===== config.mk =====
export PLATFORM = sky130hd
export DESIGN_NAME = iq_boxcar_decimator
export DESIGN_NICKNAME = d
export VERILOG_FILES = /design/src/rtl/icy_dsp_pkg.sv /design/src/rtl/boxcar_acc.sv /design/src/rtl/iq_boxcar_decimator.sv
export SDC_FILE = /design/constraint.sdc
export NUM_CORES = 1
export LEC_CHECK = 0
export ABC_CLOCK_PERIOD_IN_PS = 6800
export CAP_MARGIN = 20
export CORE_UTILIZATION = 39
export DETAILED_ROUTE_END_ITERATION = 8
export GPL_TIMING_DRIVEN = 0
export PLACE_DENSITY = 0.63
export REMOVE_ABC_BUFFERS = 1
export SLEW_MARGIN = 20
export SYNTH_ARGS = -nofsm -noshare
export SYNTH_HDL_FRONTEND = slang
export SYNTH_SLANG_ARGS = --single-unit

===== constraint.sdc =====
create_clock -name clk -period 6.8 [get_ports clk]
set_input_delay 0.68 -clock clk [delete_from_list [all_inputs] [get_ports clk]]
set_output_delay 0.68 -clock clk [all_outputs]
set_load 0.01 [all_outputs]

===== src/rtl/icy_dsp_pkg.sv =====
// Shared DSP constants and helpers.
//   IW_DEF / OW_DEF / DEC_MAX_DEF / DW_DEF : default widths and decimation limit
//   clog2()                                : ceiling log2, used for elaboration width checks
package icy_dsp_pkg;

    localparam int unsigned IW_DEF      = 12;
    localparam int unsigned OW_DEF      = 17;
    localparam int unsigned DEC_MAX_DEF = 32;
    localparam int unsigned DW_DEF      = 6;

    function automatic int unsigned clog2(input int unsigned value);
        int unsigned res;
        int unsigned v;
        res = 0;
        v   = (value > 0) ? value - 1 : 0;
        while (v > 0) begin
            res = res + 1;
            v   = v >> 1;
        end
        return res;
    endfunction

endpackage


===== src/rtl/boxcar_acc.sv =====
// Single-channel integrate-and-dump register.
//   clk, rst : clock, synchronous active-high reset
//   en       : din carries a sample this cycle
//   first    : sample starts a new frame (previous sum discarded)
//   last     : sample completes the frame; the full sum is dumped to dout
//   din      : signed IW-bit sample
//   dout     : signed OW-bit frame sum, held between dumps
module boxcar_acc
    import icy_dsp_pkg::*;
#(
    parameter int unsigned IW = IW_DEF,
    parameter int unsigned OW = OW_DEF
) (
    input  logic          clk,
    input  logic          rst,
    input  logic          en,
    input  logic          first,
    input  logic          last,
    input  logic [IW-1:0] din,
    output logic [OW-1:0] dout
);

    logic [OW-1:0] acc_q, acc_d;
    logic [OW-1:0] dout_q;
    logic [OW-1:0] din_ext;

    assign din_ext = {{(OW-IW){din[IW-1]}}, din};

    always_comb begin
        acc_d = (first ? '0 : acc_q) + din_ext;
    end

    always_ff @(posedge clk) begin
        if (rst) begin
            acc_q  <= '0;
            dout_q <= '0;
        end else if (en) begin
            acc_q <= acc_d;
            if (last) begin
                dout_q <= acc_d;
            end
        end
    end

    assign dout = dout_q;

endmodule


===== src/rtl/iq_boxcar_decimator.sv =====
// Dual-channel (I/Q) integrate-and-dump decimator: sums N valid samples per channel and
// emits one full-precision sum per N inputs.
//   clk, rst   : clock, synchronous active-high reset
//   dec_ratio  : decimation ratio N (0 -> 1, > DEC_MAX -> DEC_MAX), latched at frame start
//   in_valid   : in_i/in_q carry a sample
//   in_i, in_q : signed IW-bit samples
//   out_valid  : one-cycle strobe for a new out_i/out_q
//   out_i/out_q: signed OW-bit frame sums, held between strobes
//   frame_pos  : samples accumulated in the current frame
module iq_boxcar_decimator
    import icy_dsp_pkg::*;
#(
    parameter int unsigned IW      = IW_DEF,
    parameter int unsigned OW      = OW_DEF,
    parameter int unsigned DEC_MAX = DEC_MAX_DEF,
    parameter int unsigned DW      = DW_DEF
) (
    input  logic          clk,
    input  logic          rst,
    input  logic [DW-1:0] dec_ratio,
    input  logic          in_valid,
    input  logic [IW-1:0] in_i,
    input  logic [IW-1:0] in_q,
    output logic          out_valid,
    output logic [OW-1:0] out_i,
    output logic [OW-1:0] out_q,
    output logic [DW-1:0] frame_pos
);

    if (OW < IW + clog2(DEC_MAX)) begin : g_ow_check
        $error("OW too narrow for IW and DEC_MAX");
    end
    if (DW < clog2(DEC_MAX + 1)) begin : g_dw_check
        $error("DW too narrow to hold DEC_MAX");
    end

    localparam logic [DW-1:0] DecMaxW = DW'(DEC_MAX);

    logic [DW-1:0] n_lat_q;
    logic [DW-1:0] frame_pos_q, frame_pos_d;
    logic          out_valid_q;
    logic [DW-1:0] n_in;
    logic [DW-1:0] n_cur;
    logic          first;
    logic          last;

    always_comb begin
        if (dec_ratio == '0) begin
            n_in = DW'(1);
        end else if (dec_ratio > DecMaxW) begin
            n_in = DecMaxW;
        end else begin
            n_in = dec_ratio;
        end
    end

    // The first sample of a frame must already see the new ratio, otherwise N=1 would
    // need two samples to close its first frame.
    assign first = (frame_pos_q == '0);
    assign n_cur = first ? n_in : n_lat_q;
    assign last  = (frame_pos_q == n_cur - DW'(1));

    always_comb begin
        frame_pos_d = frame_pos_q;
        if (in_valid) begin
            frame_pos_d = last ? '0 : frame_pos_q + DW'(1);
        end
    end

    always_ff @(posedge clk) begin
        if (rst) begin
            n_lat_q     <= n_in;
            frame_pos_q <= '0;
            out_valid_q <= 1'b0;
        end else begin
            out_valid_q <= in_valid && last;
            frame_pos_q <= frame_pos_d;
            if (in_valid && first) begin
                n_lat_q <= n_in;
            end
        end
    end

    boxcar_acc #(
        .IW (IW),
        .OW (OW)
    ) u_acc_i (
        .clk   (clk),
        .rst   (rst),
        .en    (in_valid),
        .first (first),
        .last  (last),
        .din   (in_i),
        .dout  (out_i)
    );

    boxcar_acc #(
        .IW (IW),
        .OW (OW)
    ) u_acc_q (
        .clk   (clk),
        .rst   (rst),
        .en    (in_valid),
        .first (first),
        .last  (last),
        .din   (in_q),
        .dout  (out_q)
    );

    assign out_valid = out_valid_q;
    assign frame_pos = frame_pos_q;

endmodule


-- After elaboration in Yosys (flattened, before gate mapping)
Index checks and enable logic that the tools add are counted.
- bits in registers: 81
- input port bits: 33
- logic and storage cells: 27
- add/subtract/negate cells: 4
- order comparisons: 1
- eq/ne operators: 1
- muxes and demuxes: 8
- reductions and logical operators: 6
- operator list (operator ; number):
    $mux 6 ; 6
    $add 17x17->17 ; 2
    $mux 17 ; 2
    $logic_not 6->1 ; 2
    $add 6x1->6 const B ; 1
    $eq 6x6->1 ; 1
    $gt 6x6->1 const B ; 1
    $sub 6x1->6 const B ; 1
    $logic_and 1x1->1 ; 2
    $reduce_and 2->1 ; 1
    $reduce_bool 2->1 ; 1

-- Depth between registers and ports, before layout
Gate-level depths: netlist of run 1.
- word-level depth: 7
- depth in mapped cells: 15

-- By module
A second synthesis of run 1 with hierarchy kept.
- cell total of the unflattened synthesis: 668
- area total of the unflattened synthesis: 5371.4 µm²
- by module, submodules not included (module ; instances ; cells each ; area each (µm²) ; seq. area each (µm²)):
    boxcar_acc ; 2 ; 286 ; 2237.1 ; 680.7
    iq_boxcar_decimator ; 1 ; 96 ; 897.1 ; 320.3

-- Worst setup path before layout of run 1
Ideal clock, no wire load.
- path kind: reg-to-reg
- start: register frame_pos_q[0], in the netlist frame_pos[0]
- end: register u_acc_q.dout_q[16], in the netlist u_acc_q.dout[16]
- arrival time: 3.462 ns
- required time: 6.709 ns
- setup slack: 3.247 ns
- stages on the path, launching flop included: 16
- path buffers: 1
- clock period less this slack: 3.553 ns
- cell sequence: dfxtp_1 -> inv_1 -> ha_1 -> and2b_1 -> nand2_1 -> clkbuf_1 -> and2_1 -> ha_1 -> fa_1 -> a211oi_1 -> o21a_1 -> o31ai_1 -> o41ai_2 -> mux2i_1 -> a221o_1 -> a311oi_1
- word-level cells in the longest chain between the ends: 5
- elaborated cells on any way between the ends: 7
- ends and longest elaborated chain (what ; RTL line ; source):
    start: declaration ; iq_boxcar_decimator.sv:40 ; logic [DW-1:0] frame_pos_q, frame_pos_d;
    start signal: assignment ; iq_boxcar_decimator.sv:77 ; frame_pos_q <= frame_pos_d;
    $logic_not 6->1 ; iq_boxcar_decimator.sv:59 ; assign first = (frame_pos_q == '0);
    $mux 6 ; iq_boxcar_decimator.sv:60 ; assign n_cur = first ? n_in : n_lat_q;
    $sub 6x1->6 ; iq_boxcar_decimator.sv:61 ; assign last = (frame_pos_q == n_cur - DW'(1));
    $eq 6x6->1 ; iq_boxcar_decimator.sv:61 ;
    $reduce_and 2->1 (no line) ; n/a ;
    end signal: assignment ; boxcar_acc.sv:36 ; dout_q <= '0;
    end signal: assignment ; boxcar_acc.sv:40 ; dout_q <= acc_d;
    end: declaration ; boxcar_acc.sv:24 ; logic [OW-1:0] dout_q;
Several ways; a longest one is shown, not always the timed one.
A chain may end at the register's enable or synchronous reset.

-- Worst setup path after layout of run 1
Same ends and word-level chain as after synthesis.

==> impl_results.md, run 1 <==
- Clk pwr share: 0.354
- Final hold viol count: 0
- Worst-path cell chain: inv_1 > ha_1 > and2b_1 > nand2_2 > and2_1 > ha_1 > fa_1 > a211oi_1 > o21a_1 > o31ai_1 > o41ai_2 > mux2i_1 > a221o_1 > a311oi_1
- Most used flip-flop cell after synthesis: dfxtp_1
- Maximum VDD drop: 0.000130 V
- Synth Area per Inst: 8.43 µm²
- Clk_lat worst skew: 0.34 ns
- CTS-repair resized insts: 0
- Core ar.: 13200 µm²
- H-tree level count: 3
- CTS tree: yes
- Root buffer cell: clkbuf_16
- Synth area leaders: dfxtp_1, ha_1, a21oi_1, mux2i_1, nand3_1
- Count leader, synth: dfxtp_1
- Final WL: 12800 µm
- Antenna violations before repair: 0
- Largest family of logic cells by synthesized area: compound AO/OA/AOI/OAI gates
- Yosys warnings: 0
- Full die area: 14000 µm²
- FP Rows: 42
- Ant diodes: 0
- Share of the synthesized area in the top cell type: 0.284
- DRC errors left: 0
- Boundary pin count: 74
- Layout cells sized above 1: 0.0600
- Unrepaired setup endpoints after global routing: false
- Highest cell delay on the worst timing path: 0.48 ns
- Fin crit period: 4.31 ns
- Post-synthesis mux area share: 0.0530
- Seq/Total Area, Yosys: 0.318
- Final worst path period share: 0.634
- First-pass GRT wire length: 22100 µm
- 1st-iter DRT viols: 183
- Post-Synth Adder-Cell Area: 0.0905
- Post-Synth XOR/XNOR Area: 0.0528
- Min Hold Slack: 0.472 ns
- Grt ovf: 0
- Total of max-cap violations: 0
- Final setup vio count: 0
- Status: complete, no violations
- Comb power frac: 0.249
- NumNets Final: 748
- Routed WL per cell: 14.9 µm
- Multi-input logic area: 3320 µm²
- Slew HR: 0.523
- Worst R2R End: u_acc_q.dout[16]$_SDFFE_PP0P_
- Post-DP HPWL: 9020 µm
- Synth top cells by count: dfxtp_1, a21oi_1, nor2_1
- Synth Area in Compound Gates: 0.217
- Maximum fanout along the worst path: 33
- Area growth syn-to-layout: 21.2%
- Flop pwr share: 0.397
- Register area: 1680 µm²
- Setup TNS: 0 ns
- Gpl congestion: 0.882
- CP required: 7.06 ns
- # port buffers: 73
- Cell variety after synth: 74
- WHS Path Cells: 2
- Cell taking the most area after synthesis: dfxtp_1
- Leakage: 2.48 nW
- PD cells: 206 nW/µm²
- Hold Path End: u_acc_q.dout[12]$_SDFFE_PP0P_
- Post-Synthesis Cell Area: 5280 µm²
- Crit path kind: reg2reg
- Die Span Y: 118 µm
- Vias in the first global route: 4657
- Clock skew: 0.00672 ns
- Post-CTS Setup Bufs: 0
- Area share of and/or/nand/nor cells after synthesis: 0.215
- CP most frequent cell: ha_1
- Max frequency: 232 MHz
- Fillers: 1304
- Hold path startpoint: u_acc_q.dout[12]$_SDFFE_PP0P_
- Worst r2r src: frame_pos[0]$_SDFFE_PP0P_
- Number of clock buffers inserted by TritonCTS: 9
- Max-slew violations: 0
- Pre-antenna DRT Iters: 5
- Worst Hold Class: reg2reg
- Clk buf depth: 2
- Syn Inst Count: 627
- Crit path max-delay cell type: o41ai_2
- Initial Util: 0.399
- NetSw: 0.000399 W
- Worst R2R Path Depth: 14
- Clk slew on worst S/H paths: 0.06 ns
- Width of the die: 118 µm
- Post-synth EDFFs: 6
- Largest net degree at the start of global routing: 55
- Synth Register Bits: 81
- ANT nets after route: 0
- Vias per cell: 5.42
- CTS Sinks: 81
- Reg2reg setup slack: 2.49 ns
- Asr flop ratio synth: 0
- Crit. End Element: flop
- Worst EP arrival: 4.56 ns
- Tightest Pin Transition: 0.715 ns
- Startpoint class of the critical path: flop
- Tot GR Track Use: 0.194
- Power Internal: 0.000921 W
- Vias: 4656
- Cts hold-fix bufs: 0
- Switching share of power: 0.302
-- worst max path at each step --
| stage | startpoint | end | slack (ns) | depth (start not counted) |
|---|---|---|---|---|
| finish | frame_pos[0]$_SDFFE_PP0P_ | u_acc_q.dout[16]$_SDFFE_PP0P_ | 2.49 | 14 |
| global route | frame_pos[0]$_SDFFE_PP0P_ | u_acc_q.dout[14]$_SDFFE_PP0P_ | 2.06 | 14 |
| CTS | frame_pos[0]$_SDFFE_PP0P_ | u_acc_q.acc_q[14]$_SDFFE_PP0P_ | 2.03 | 14 |
| detailed placement | frame_pos[0]$_SDFFE_PP0P_ | u_acc_q.dout[16]$_SDFFE_PP0P_ | 2.08 | 14 |
| global placement | in_valid | frame_pos[4]$_SDFFE_PP0P_ | 0.43 | 4 |
| floorplan | frame_pos[0]$_SDFFE_PP0P_ | u_acc_q.dout[13]$_SDFFE_PP0P_ | 3.08 | 12 |
-- worst max-delay path: cells and delay by family (launching register included) --
kind | cells | cell delay (ns)
flip-flops | 1 | 0.35
AND/OR/NAND/NOR | 3 | 0.95
multiplexers | 1 | 0.16
AO/OA/AOI/OAI | 6 | 1.71
buffers and inverters | 1 | 0.16
adder cells (fa/ha/maj) | 3 | 0.89
-- layout by cell type, fill, tap and decap left out, types with 8 or more instances in the layout --
cell type,netlist,layout
a211oi_1,16,16
a21o_1,8,8
a21oi_1,57,57
and2_1,35,35
clkbuf_16,0,10
clkdlybuf4s50_1,0,71
dfxtp_1,75,75
ha_1,35,35
inv_1,17,16
mux2i_1,28,28
nand2_1,16,15
nand3_1,45,45
nor2_1,57,57
nor3_1,18,18
o21ai_0,33,33
o21ai_1,20,20
xnor2_1,19,19
xor2_1,11,11
-- cell families after synthesis --
family                   count (synthesis)
AND/OR/NAND/NOR                        215
AO/OA/AOI/OAI                          179
flip-flops                              81
buffers and inverters                   56
adder cells (fa/ha/maj)                 37
XOR/XNOR                                31
multiplexers                            28
-- layer usage --
layer  up-vias  track usage  routed length, µm
li1       2370            -                  -
met1      2185        0.237               5840
met2        91        0.323               6210
met3        10       0.0468                590
met4         0       0.0862                138
met5         -            0                  0
-- layout make-up --
class / count / area share
multi-input combinational: 490 / 0.518
sequential: 81 / 0.263
timing repair buffer: 79 / 0.130
clock buffer: 12 / 0.0403
tap: 176 / 0.0344
inverter: 17 / 0.00996
clock inverter: 4 / 0.00410
-- through the flow --
stage / utilization / instance area [µm²] / total power (W) / worst slack (ns) / std cells
detailed placement: 0.462 / 6120 / 0.000862 / 2.08 / 843
CTS: 0.483 / 6400 / 0.00134 / 2.03 / 859
floorplan: - / 5060 / 0.000754 / 3.08 / 588
finish: 0.484 / 6400 / 0.00132 / 2.49 / 859
global placement: 0.454 / 6010 / 0.000848 / 0.434 / 837
global route: 0.484 / 6400 / 0.00140 / 2.06 / 859
-- state kept, by name, indices dropped and copies added (netlist names) --
signal         flops
u_acc_q.acc_q     17
u_acc_i.dout      17
u_acc_q.dout      17
out_valid          1
n_lat_q            6
u_acc_i.acc_q     17
frame_pos          6
-- power by group through the flow --
stage               Clock (W)  Sequential (W)  Combinational [W]
floorplan                   0        0.000533           0.000220
global placement            0        0.000534           0.000314
detailed placement          0        0.000535           0.000327
CTS                  0.000486        0.000525           0.000330
global route         0.000507        0.000528           0.000368
finish               0.000467        0.000525           0.000329
Power figures use the tool's default switching activity.
==> inputs of run 2 (changes only) <==
--- a/config.mk
+++ b/config.mk
@@ -5,12 +5,12 @@
 export SDC_FILE = /design/constraint.sdc
 export NUM_CORES = 1
 export LEC_CHECK = 0
-export ABC_CLOCK_PERIOD_IN_PS = 6800
+export ABC_CLOCK_PERIOD_IN_PS = 3700
 export CAP_MARGIN = 20
 export CORE_UTILIZATION = 39
 export DETAILED_ROUTE_END_ITERATION = 8
 export GPL_TIMING_DRIVEN = 0
-export PLACE_DENSITY = 0.63
+export PLACE_DENSITY = 0.66
 export REMOVE_ABC_BUFFERS = 1
 export SLEW_MARGIN = 20
 export SYNTH_ARGS = -nofsm -noshare
==> constraint.sdc (replaced) <==
create_clock -name clk -period 3.7 [get_ports clk]
set_input_delay 0.37 -clock clk [delete_from_list [all_inputs] [get_ports clk]]
set_output_delay 0.37 -clock clk [all_outputs]
set_load 0.01 [all_outputs]
==> run 2 against run 1 <==
Compared with the run above: critical path depth down 3; clock skew rose by 0.0022 ns; sequential power is 84% higher; clock power increased by 91%; routed wire length increased by 4.4%; first-iteration DRC count grew 32%; sequential cell count did not move; global-route usage rose by 0.054 points; final cell count grew 0.93%; combinational power rose by 94%; via count up 2.7%; power rose by 89%; critical endpoint is now u_acc_q.dout[13]$_SDFFE_PP0P_; largest cell class unchanged.
==> impl_results.md, run 2 (synthesized netlist as in run 1, its figures left out) <==
- Total of max-cap violations: 0 (unchanged)
- FP Rows: 42 (unchanged)
- CTS tree: yes
- Initial Util: 0.399 (unchanged)
- Max frequency: 285 MHz (+23%)
- Tot GR Track Use: 0.195 (+0.000538)
- Crit path max-delay family: compound AO/OA/AOI/OAI gates
- Leakage: 2.52 nW (+1.7%)
- Clk slew on worst S/H paths: 0.06 ns (about the same)
- Vias in the first global route: 4731 (+1.6%)
- Setup ws final: 0.192 ns (-2.30 ns)
- Worst EP arrival: 3.72 ns (-0.84 ns)
- Startpoint class of the critical path: flop
- Largest net degree at the start of global routing: 52 (-5.5%)
- Clk buf depth: 2 (unchanged)
- Post-DP HPWL: 9180 µm (+1.7%)
- NumNets Final: 756 (+1.1%)
- Full die area: 14000 µm² (unchanged)
- Cts hold-fix bufs: 0 (unchanged)
- Crit. End Element: flop
- CTS Sinks: 81 (unchanged)
- Crit path max-delay cell type: a2111o_2
- Max-slew violations: 0 (unchanged)
- PD cells: 383 nW/µm² (+86%)
- H-tree level count: 3 (unchanged)
- Final hold viol count: 0 (unchanged)
- DRC errors left: 0 (unchanged)
- Final setup vio count: 0 (unchanged)
- Worst-path cell chain: inv_2 > ha_2 > or2b_2 > nor2_4 > mux2i_4 > ha_1 > o21ai_0 > xor2_1 > a2111o_2 > nor2_2 > a211oi_1
- Ant diodes: 0 (unchanged)
- Most common cell after layout, fill and taps aside: dfxtp_1
- Commonest non-fill, non-tap cells in the layout: dfxtp_1, clkdlybuf4s50_1, a21oi_1
- Crit path kind: reg2reg
- Status: complete, no violations
- Clock skew: 0.00888 ns (+0.00216 ns)
- Buf/Inv on CP: 1 (unchanged)
- Width of the die: 118 µm (unchanged)
- 1st-iter DRT viols: 242 (+32%)
- Core ar.: 13200 µm² (unchanged)
- Slew HR: 0.512 (-0.0115)
- Gpl congestion: 0.912 (+3.4%)
- Die Span Y: 118 µm (unchanged)
- Boundary pin count: 74 (unchanged)
- # port buffers: 73 (unchanged)
- Maximum VDD drop: 0.000186 V (+44%)
- CP required: 3.91 ns (-3.15 ns)
- Worst Hold Class: in2reg
- Tightest Pin Transition: 0.732 ns (+0.0172 ns)
- Cell Area, Placed: 6110 µm² (-0.12%)
- Number of clock buffers inserted by TritonCTS: 9 (unchanged)
- Vias per cell: 5.52 (+1.8%)
- Final worst path period share: 0.948 (+0.315)
- Antenna violations before repair: 0 (unchanged)
- Maximum fanout along the worst path: 37 (+12%)
- Reg2reg setup slack: 0.19 ns (-2.30 ns)
- Pre-antenna DRT Iters: 5 (unchanged)
- Area growth syn-to-layout: 23.4%
- Routed WL per cell: 15.4 µm (+3.4%)
- Grt ovf: 0 (unchanged)
- Dpl ws: -1.03 ns (-3.11 ns)
- Final WL: 13300 µm (+4.4%)
- Root buffer cell: clkbuf_16
- Highest cell delay on the worst timing path: 0.80 ns (+0.32 ns)
- Post-route cell area: 6520 µm² (+1.9%)
- Fin crit period: 3.51 ns (-0.800 ns)
- ANT nets after route: 0 (unchanged)
- Layout cells sized above 1: 0.0839 (+0.0239)
- Clk_lat worst skew: 0.34 ns (about the same)
- Vias: 4782 (+2.7%)
- First-pass GRT wire length: 22300 µm (+0.78%)
## run 2: final cells by class
type                       instances  area [µm²]
clock buffer                      11         233
clock inverter                     5        56.3
fill                            1266        6720
inverter                          17        63.8
multi-input combinational        491        3380
sequential                        81        1680
tap                              176         220
timing repair buffer              86         883
## run 2: final timing paths
kind,cells after the start,to,from
setup / recovery,11,u_acc_q.dout[13]$_SDFFE_PP0P_,frame_pos[0]$_SDFFE_PP0P_
hold / removal,2,u_acc_i.acc_q[9]$_SDFFE_PP0P_,rst
setup reg to reg,11,u_acc_q.dout[13]$_SDFFE_PP0P_,frame_pos[0]$_SDFFE_PP0P_
hold reg to reg,2,u_acc_q.acc_q[2]$_SDFFE_PP0P_,u_acc_q.acc_q[2]$_SDFFE_PP0P_
## run 2: report_power, final
part,switching [W],internal (W)
Clock,0.000372,0.000522
Sequential,0.0000285,0.000937
Combinational,0.000360,0.000278
## run 2: through the flow
| step | setup TNS (ns) | hold slack (ns) | total power, W | cells | utilization |
|---|---|---|---|---|---|
| floorplan | -0.0351 | 0.439 | 0.00138 | 588 | - |
| global placement | -99.47 | 0.458 | 0.00156 | 837 | 0.454 |
| detailed placement | -14.55 | 0.466 | 0.00159 | 843 | 0.461 |
| CTS | 0 | 0.415 | 0.00250 | 864 | 0.488 |
| global route | -0.0252 | 0.432 | 0.00262 | 867 | 0.493 |
| finish | 0 | 0.416 | 0.00250 | 867 | 0.493 |
## run 2: repair_timing
action,CTS,global route
setup buffers,4,3
gates cloned,1,0
gates resized for setup,8,7
pin swaps,3,5
setup endpoints to repair,47,44
## run 2: metal layers
layer	track usage	share of wire	vias to the layer above
li1	-	-	2390
met1	0.242	0.45	2235
met2	0.328	0.48	132
met3	0.0468	0.049	25
met4	0.0672	0.021	0
met5	0	0	-
